===== src/rtl/inv_bank_pkg.sv =====
// Shared constants and edge-event encoding for the deglitched inverter bank and
// the event logic downstream of it.
package inv_bank_pkg;

  localparam int N_CH_MAX = 16;

  typedef enum logic [1:0] {
    EDGE_NONE = 2'b00,
    EDGE_RISE = 2'b01,
    EDGE_FALL = 2'b10
  } edge_t;

  function automatic edge_t edge_of(input logic new_s);
    return new_s ? EDGE_RISE : EDGE_FALL;
  endfunction

endpackage


===== src/rtl/inv_dgl_ch.sv =====
// One deglitch channel: 2-flop synchroniser, stability counter, filtered state and
// registered edge pulses; filtered state moves 2+thr edges after the input is captured.
module inv_dgl_ch
  import inv_bank_pkg::*;
#(
  parameter int CNT_W = 4
) (
  input  logic             clk,
  input  logic             rst,
  input  logic             i_raw,
  input  logic [CNT_W-1:0] i_thr,
  output logic             o_s,
  output logic             o_rise,
  output logic             o_fall
);

  logic             r_sync1;
  logic             r_sync2;
  logic             r_s;
  logic [CNT_W-1:0] r_cnt;
  edge_t            r_edge;

  logic             w_match;
  logic             w_accept;

  assign w_match  = (r_sync2 == r_s);
  // Compare with >= so a threshold lowered below the running count accepts at once.
  assign w_accept = !w_match && (r_cnt >= i_thr);

  always_ff @(posedge clk) begin
    if (rst) begin
      r_sync1 <= 1'b0;
      r_sync2 <= 1'b0;
      r_s     <= 1'b0;
      r_cnt   <= '0;
      r_edge  <= EDGE_NONE;
    end else begin
      r_sync1 <= i_raw;
      r_sync2 <= r_sync1;
      r_edge  <= EDGE_NONE;
      if (w_match) begin
        r_cnt <= '0;
      end else if (w_accept) begin
        r_s    <= r_sync2;
        r_cnt  <= '0;
        r_edge <= edge_of(r_sync2);
      end else begin
        r_cnt <= r_cnt + CNT_W'(1);
      end
    end
  end

  assign o_s    = r_s;
  assign o_rise = (r_edge == EDGE_RISE);
  assign o_fall = (r_edge == EDGE_FALL);

endmodule


===== src/rtl/inv_bank_dgl.sv =====
// N-channel deglitched inverter/buffer bank; o = filtered state XOR pol, updated
// 2+thr edges after capture, with one-cycle rise/fall flags on the filtered state.
module inv_bank_dgl
  import inv_bank_pkg::*;
#(
  parameter int N_CH  = 4,
  parameter int CNT_W = 4
) (
  input  logic             clk,
  input  logic             rst,
  input  logic             CELV,
  input  logic             CELG,
  input  logic             SUB,
  input  logic [N_CH-1:0]  i,
  input  logic [N_CH-1:0]  pol,
  input  logic [CNT_W-1:0] thr,
  output logic [N_CH-1:0]  o,
  output logic [N_CH-1:0]  rise,
  output logic [N_CH-1:0]  fall
);

  logic [N_CH-1:0] w_s;
  // Supply pins exist for schematic connectivity only.
  logic            w_unused_supply;

  assign w_unused_supply = ^{CELV, CELG, SUB};

  if ((N_CH < 1) || (N_CH > N_CH_MAX)) begin : g_bad_n_ch
    $error("inv_bank_dgl: N_CH out of range");
  end

  for (genvar g = 0; g < N_CH; g++) begin : g_ch
    inv_dgl_ch #(
      .CNT_W (CNT_W)
    ) u_ch (
      .clk    (clk),
      .rst    (rst),
      .i_raw  (i[g]),
      .i_thr  (thr),
      .o_s    (w_s[g]),
      .o_rise (rise[g]),
      .o_fall (fall[g])
    );
  end

  assign o = w_s ^ pol;

endmodule


===== config.mk =====
export PLATFORM = sky130hd
export DESIGN_NAME = inv_bank_dgl
export DESIGN_NICKNAME = d
export VERILOG_FILES = /design/src/rtl/inv_bank_pkg.sv /design/src/rtl/inv_dgl_ch.sv /design/src/rtl/inv_bank_dgl.sv
export SDC_FILE = /design/constraint.sdc
export NUM_CORES = 1
export LEC_CHECK = 0
export ABC_AREA = 0
export CAP_MARGIN = 20
export CELL_PAD_IN_SITES_DETAIL_PLACEMENT = 0
export CELL_PAD_IN_SITES_GLOBAL_PLACEMENT = 1
export CORE_MARGIN = 2
export CORE_UTILIZATION = 35
export CTS_CLUSTER_SIZE = 20
export DETAILED_ROUTE_END_ITERATION = 10
export PLACE_DENSITY_LB_ADDON = 0.1
export SLEW_MARGIN = 40
export SYNTH_ARGS = -nofsm -noshare
export SYNTH_HDL_FRONTEND = slang
export SYNTH_SLANG_ARGS = --single-unit

===== constraint.sdc =====
create_clock -name clk -period 2.29 [get_ports clk]
set_clock_uncertainty 0.2 [all_clocks]
set_input_delay 0.3435 -clock clk [delete_from_list [all_inputs] [get_ports clk]]
set_output_delay 0.3435 -clock clk [all_outputs]
set_load 0.01 [all_outputs]

==> results of run 1 <==
-- cell type report --
type,instances,area share [%]
Multi-Input combinational cell,124,45.0
Sequential cell,36,32.9
Timing Repair Buffer,28,12.5
Clock buffer,7,4.40
Tap cell,70,4.00
Inverter,7,1.20
-- cells by family after synthesis --
group / after synthesis
and+or+nand+nor: 68
DFF: 36
xor gates and xnor gates: 12
buffers and inverters: 17
adders and majority gates: 20
AOI/OAI and AO/OA: 24
-- synth_stat cells --
| library cell | n | area [um^2] |
|---|---|---|
| a2111oi_4 | 4 | 110 |
| o21ai_0 | 6 | 30.0 |
| nand2b_1 | 8 | 50.1 |
| a21oi_1 | 8 | 40.0 |
| or3b_1 | 4 | 35.0 |
| nor2_1 | 16 | 60.1 |
| buf_4 | 8 | 60.1 |
| inv_1 | 7 | 26.3 |
| nand3_1 | 4 | 20.0 |
| nor2b_1 | 16 | 100 |
| o21a_1 | 4 | 30.0 |
| o21ai_1 | 2 | 10.0 |
| nor3_1 | 8 | 40.0 |
| xor2_1 | 8 | 70.1 |
| nand2b_4 | 4 | 55.1 |
| or2_1 | 4 | 25.0 |
| xnor2_1 | 4 | 35.0 |
| and3_1 | 4 | 25.0 |
| ha_1 | 20 | 250 |
| dfxtp_1 | 36 | 721 |
| clkbuf_1 | 2 | 7.51 |
-- layer usage --
| layer | up-vias | track usage, % | wire length (um) |
|---|---|---|---|
| met5 | - | 0 | 0 |
| met4 | 0 | 4.68 | 47 |
| met3 | 5 | 3.97 | 107 |
| met2 | 19 | 20.7 | 1460 |
| met1 | 551 | 14.1 | 1420 |
| li1 | 638 | - | - |
-- how the worst max path moves through the flow --
stage,from,slack [ns],cells after the start,endpoint
3_3_place_gp,thr[0],-0.10,6,g_ch[1].u_ch.r_cnt[3]
2_1_floorplan,g_ch[0].u_ch.r_cnt[0],0.57,6,g_ch[0].u_ch.r_cnt[1]
5_1_grt,thr[0],0.06,6,g_ch[1].u_ch.r_cnt[3]
6_report,thr[0],0.18,6,g_ch[2].u_ch.r_cnt[3]
4_1_cts,thr[0],0.15,6,g_ch[2].u_ch.r_cnt[2]
3_5_place_dp,thr[0],-0.14,6,g_ch[2].u_ch.r_cnt[2]
-- registers in the layout, indices dropped and copies added, names as in the netlist --
signal,cells
g_ch.u_ch.r_sync1,4
g_ch.u_ch.r_edge,8
g_ch.u_ch.o_s,4
g_ch.u_ch.r_sync2,4
g_ch.u_ch.r_cnt,16
-- power breakdown --
group	switching, mW	leakage [nW]	total, mW	internal [mW]
Combinational	0.0527	0.547	0.126	0.0731
Sequential	0.00586	0.292	0.642	0.636
Clock	0.215	0.0503	0.483	0.268
Total	0.274	0.890	1.25	0.977
==> results.cfg, run 1 <==
[critical_path]
r2r_end = g_ch[2].u_ch.r_cnt[3]
start_kind = primary input
crit_path_max_incr_delay_ns = 0.60
worstPathMaxFanout = 4
critPathRequiredTime_ns = 2.31
worst_r2r_path_depth = 6
crit_family = compound AO/OA/AOI/OAI gates
worst-endpoint-arrival_ns = 2.13
crit_buf_inv = 1
reg2reg_slack_ns = 0.41
rr_startpoint = g_ch[2].u_ch.r_cnt[0]
crit_slowest_cell = clkdlybuf4s50_1
worstPathCellList = clkdlybuf4s50_1 -> ha_1 -> nand2b_4 -> a2111oi_4 -> o21ai_0 -> nor2_1
endpoint_kind = register
critical_path_class = in2reg

[sta]
timing.final.hold_violations = 0
worstMarginPinSlew_ns = 0.434
fin_tns_setup_ns = 0
max_freq_mhz = 474
worst_slack_ns = 0.181
finalCritPeriodShare_pct = 92.1
hold_slack_ns = 0.240
rsz0062_at_grt = false
final_max_slew_viol_count = 0
finalSetupViolCount = 0
period_needed_ns = 2.11
slew-limit-headroom_pct = 71.0

[placed_design]
gp_congestion = 0.703
place_ws_ns = -0.144
dp.cells = 265
io_buffers = 25
hpwlAfterDp_um = 2350
postPlaceCellArea_um2 = 2090

[cells_and_area]
drive_gt1_share_pct = 8.91
utilization_pct = 43.4
layout_common_cells = 36 x dfxtp_1, 25 x clkdlybuf4s50_1, 20 x ha_1
antenna-diode-count = 0
post-route-cell-area_um2 = 2190
final_common_cell = dfxtp_1
multi_input_area_um2 = 986
nets = 239
area_growth_pct = 21.6
regArea_um2 = 721
n_fill_cell = 516
layout.cells.non_filler = 272

[floorplan]
start_util_pct = 35.7
die-area_um2 = 5730
core_area_um2 = 5040
die_h_um = 75.7
die_x_um = 75.7
io_pins = 29
placementRows = 26

[grt]
grt_first_pass_wirelength_um = 5110
first_global_vias = 1180
grt_max_degree = 11
grt_overflow = 0
grt.total_usage_pct = 12.1
antenna_found_initial = 0

[yosys]
ys_seq_area_share_pct = 40.0
synth-simple-area-share_pct = 22.8
synthAdderAreaFrac_pct = 13.9
ys_types = 21
synth_warnings = 0
synth-seq-cells = 36
synth.net_count = 214
synth_cells = 177
synth_compound_area_share_pct = 12.2
synth-xor-area-share_pct = 5.84
synthMuxAreaShare_pct = 0
avgSynthCellArea_um2 = 10.2
synthesis.area_um2 = 1800
synth_top_family_by_area = simple AND/OR/NAND/NOR gates

[route]
drc = 0
viasPerCell = 4.46
dr.first_iter.drc_count = 38
first_pass_iters = 2
avgRoutedWirePerCell_um = 11.2
vias = 1213
antenna_left = 0
wl_um = 3040

[clocking]
clockBufferDepth = 2
cts_resized = 0
clkTransAtPathRegs_ns = 0.07
clock_latency_ns = 0.28
cts_tree = built
cts_buffers = 5
postCtsSetupRepairBufs = 0
clock_sinks = 36
cts_root_buf = clkbuf_8
hold_buffers = 0
ctsHtreeMaxLevel = 2

[power]
power_mw = 1.25
vdd_drop_max_mv = 0.281
p_per_area_nw_per_um2 = 571
p_leak_nw = 0.890

[hold_path]
hold_start = g_ch[3].u_ch.r_sync1
min_path_type = reg2reg
hold_path_end = g_ch[3].u_ch.r_sync2
hold_depth = 1

[run]
cap_violations = 0

[outcome]
status = completed
No activity file was read; power rests on OpenSTA's default activity.
==> inputs of run 2 (changes only) <==
--- a/config.mk
+++ b/config.mk
@@ -14,6 +14,7 @@
 export CTS_CLUSTER_SIZE = 20
 export DETAILED_ROUTE_END_ITERATION = 10
 export PLACE_DENSITY_LB_ADDON = 0.1
+export SKIP_LAST_GASP = 1
 export SLEW_MARGIN = 40
 export SYNTH_ARGS = -nofsm -noshare
 export SYNTH_HDL_FRONTEND = slang
==> results of run 2 <==
Same layout as run 1: the final DEF is identical, and so are final timing and power.
==> inputs of run 3 (changes only) <==
--- a/config.mk
+++ b/config.mk
@@ -5,7 +5,6 @@
 export SDC_FILE = /design/constraint.sdc
 export NUM_CORES = 1
 export LEC_CHECK = 0
-export ABC_AREA = 0
 export CAP_MARGIN = 20
 export CELL_PAD_IN_SITES_DETAIL_PLACEMENT = 0
 export CELL_PAD_IN_SITES_GLOBAL_PLACEMENT = 1
==> results of run 3 <==
Same layout as run 1: the final DEF is identical, and so are final timing and power.
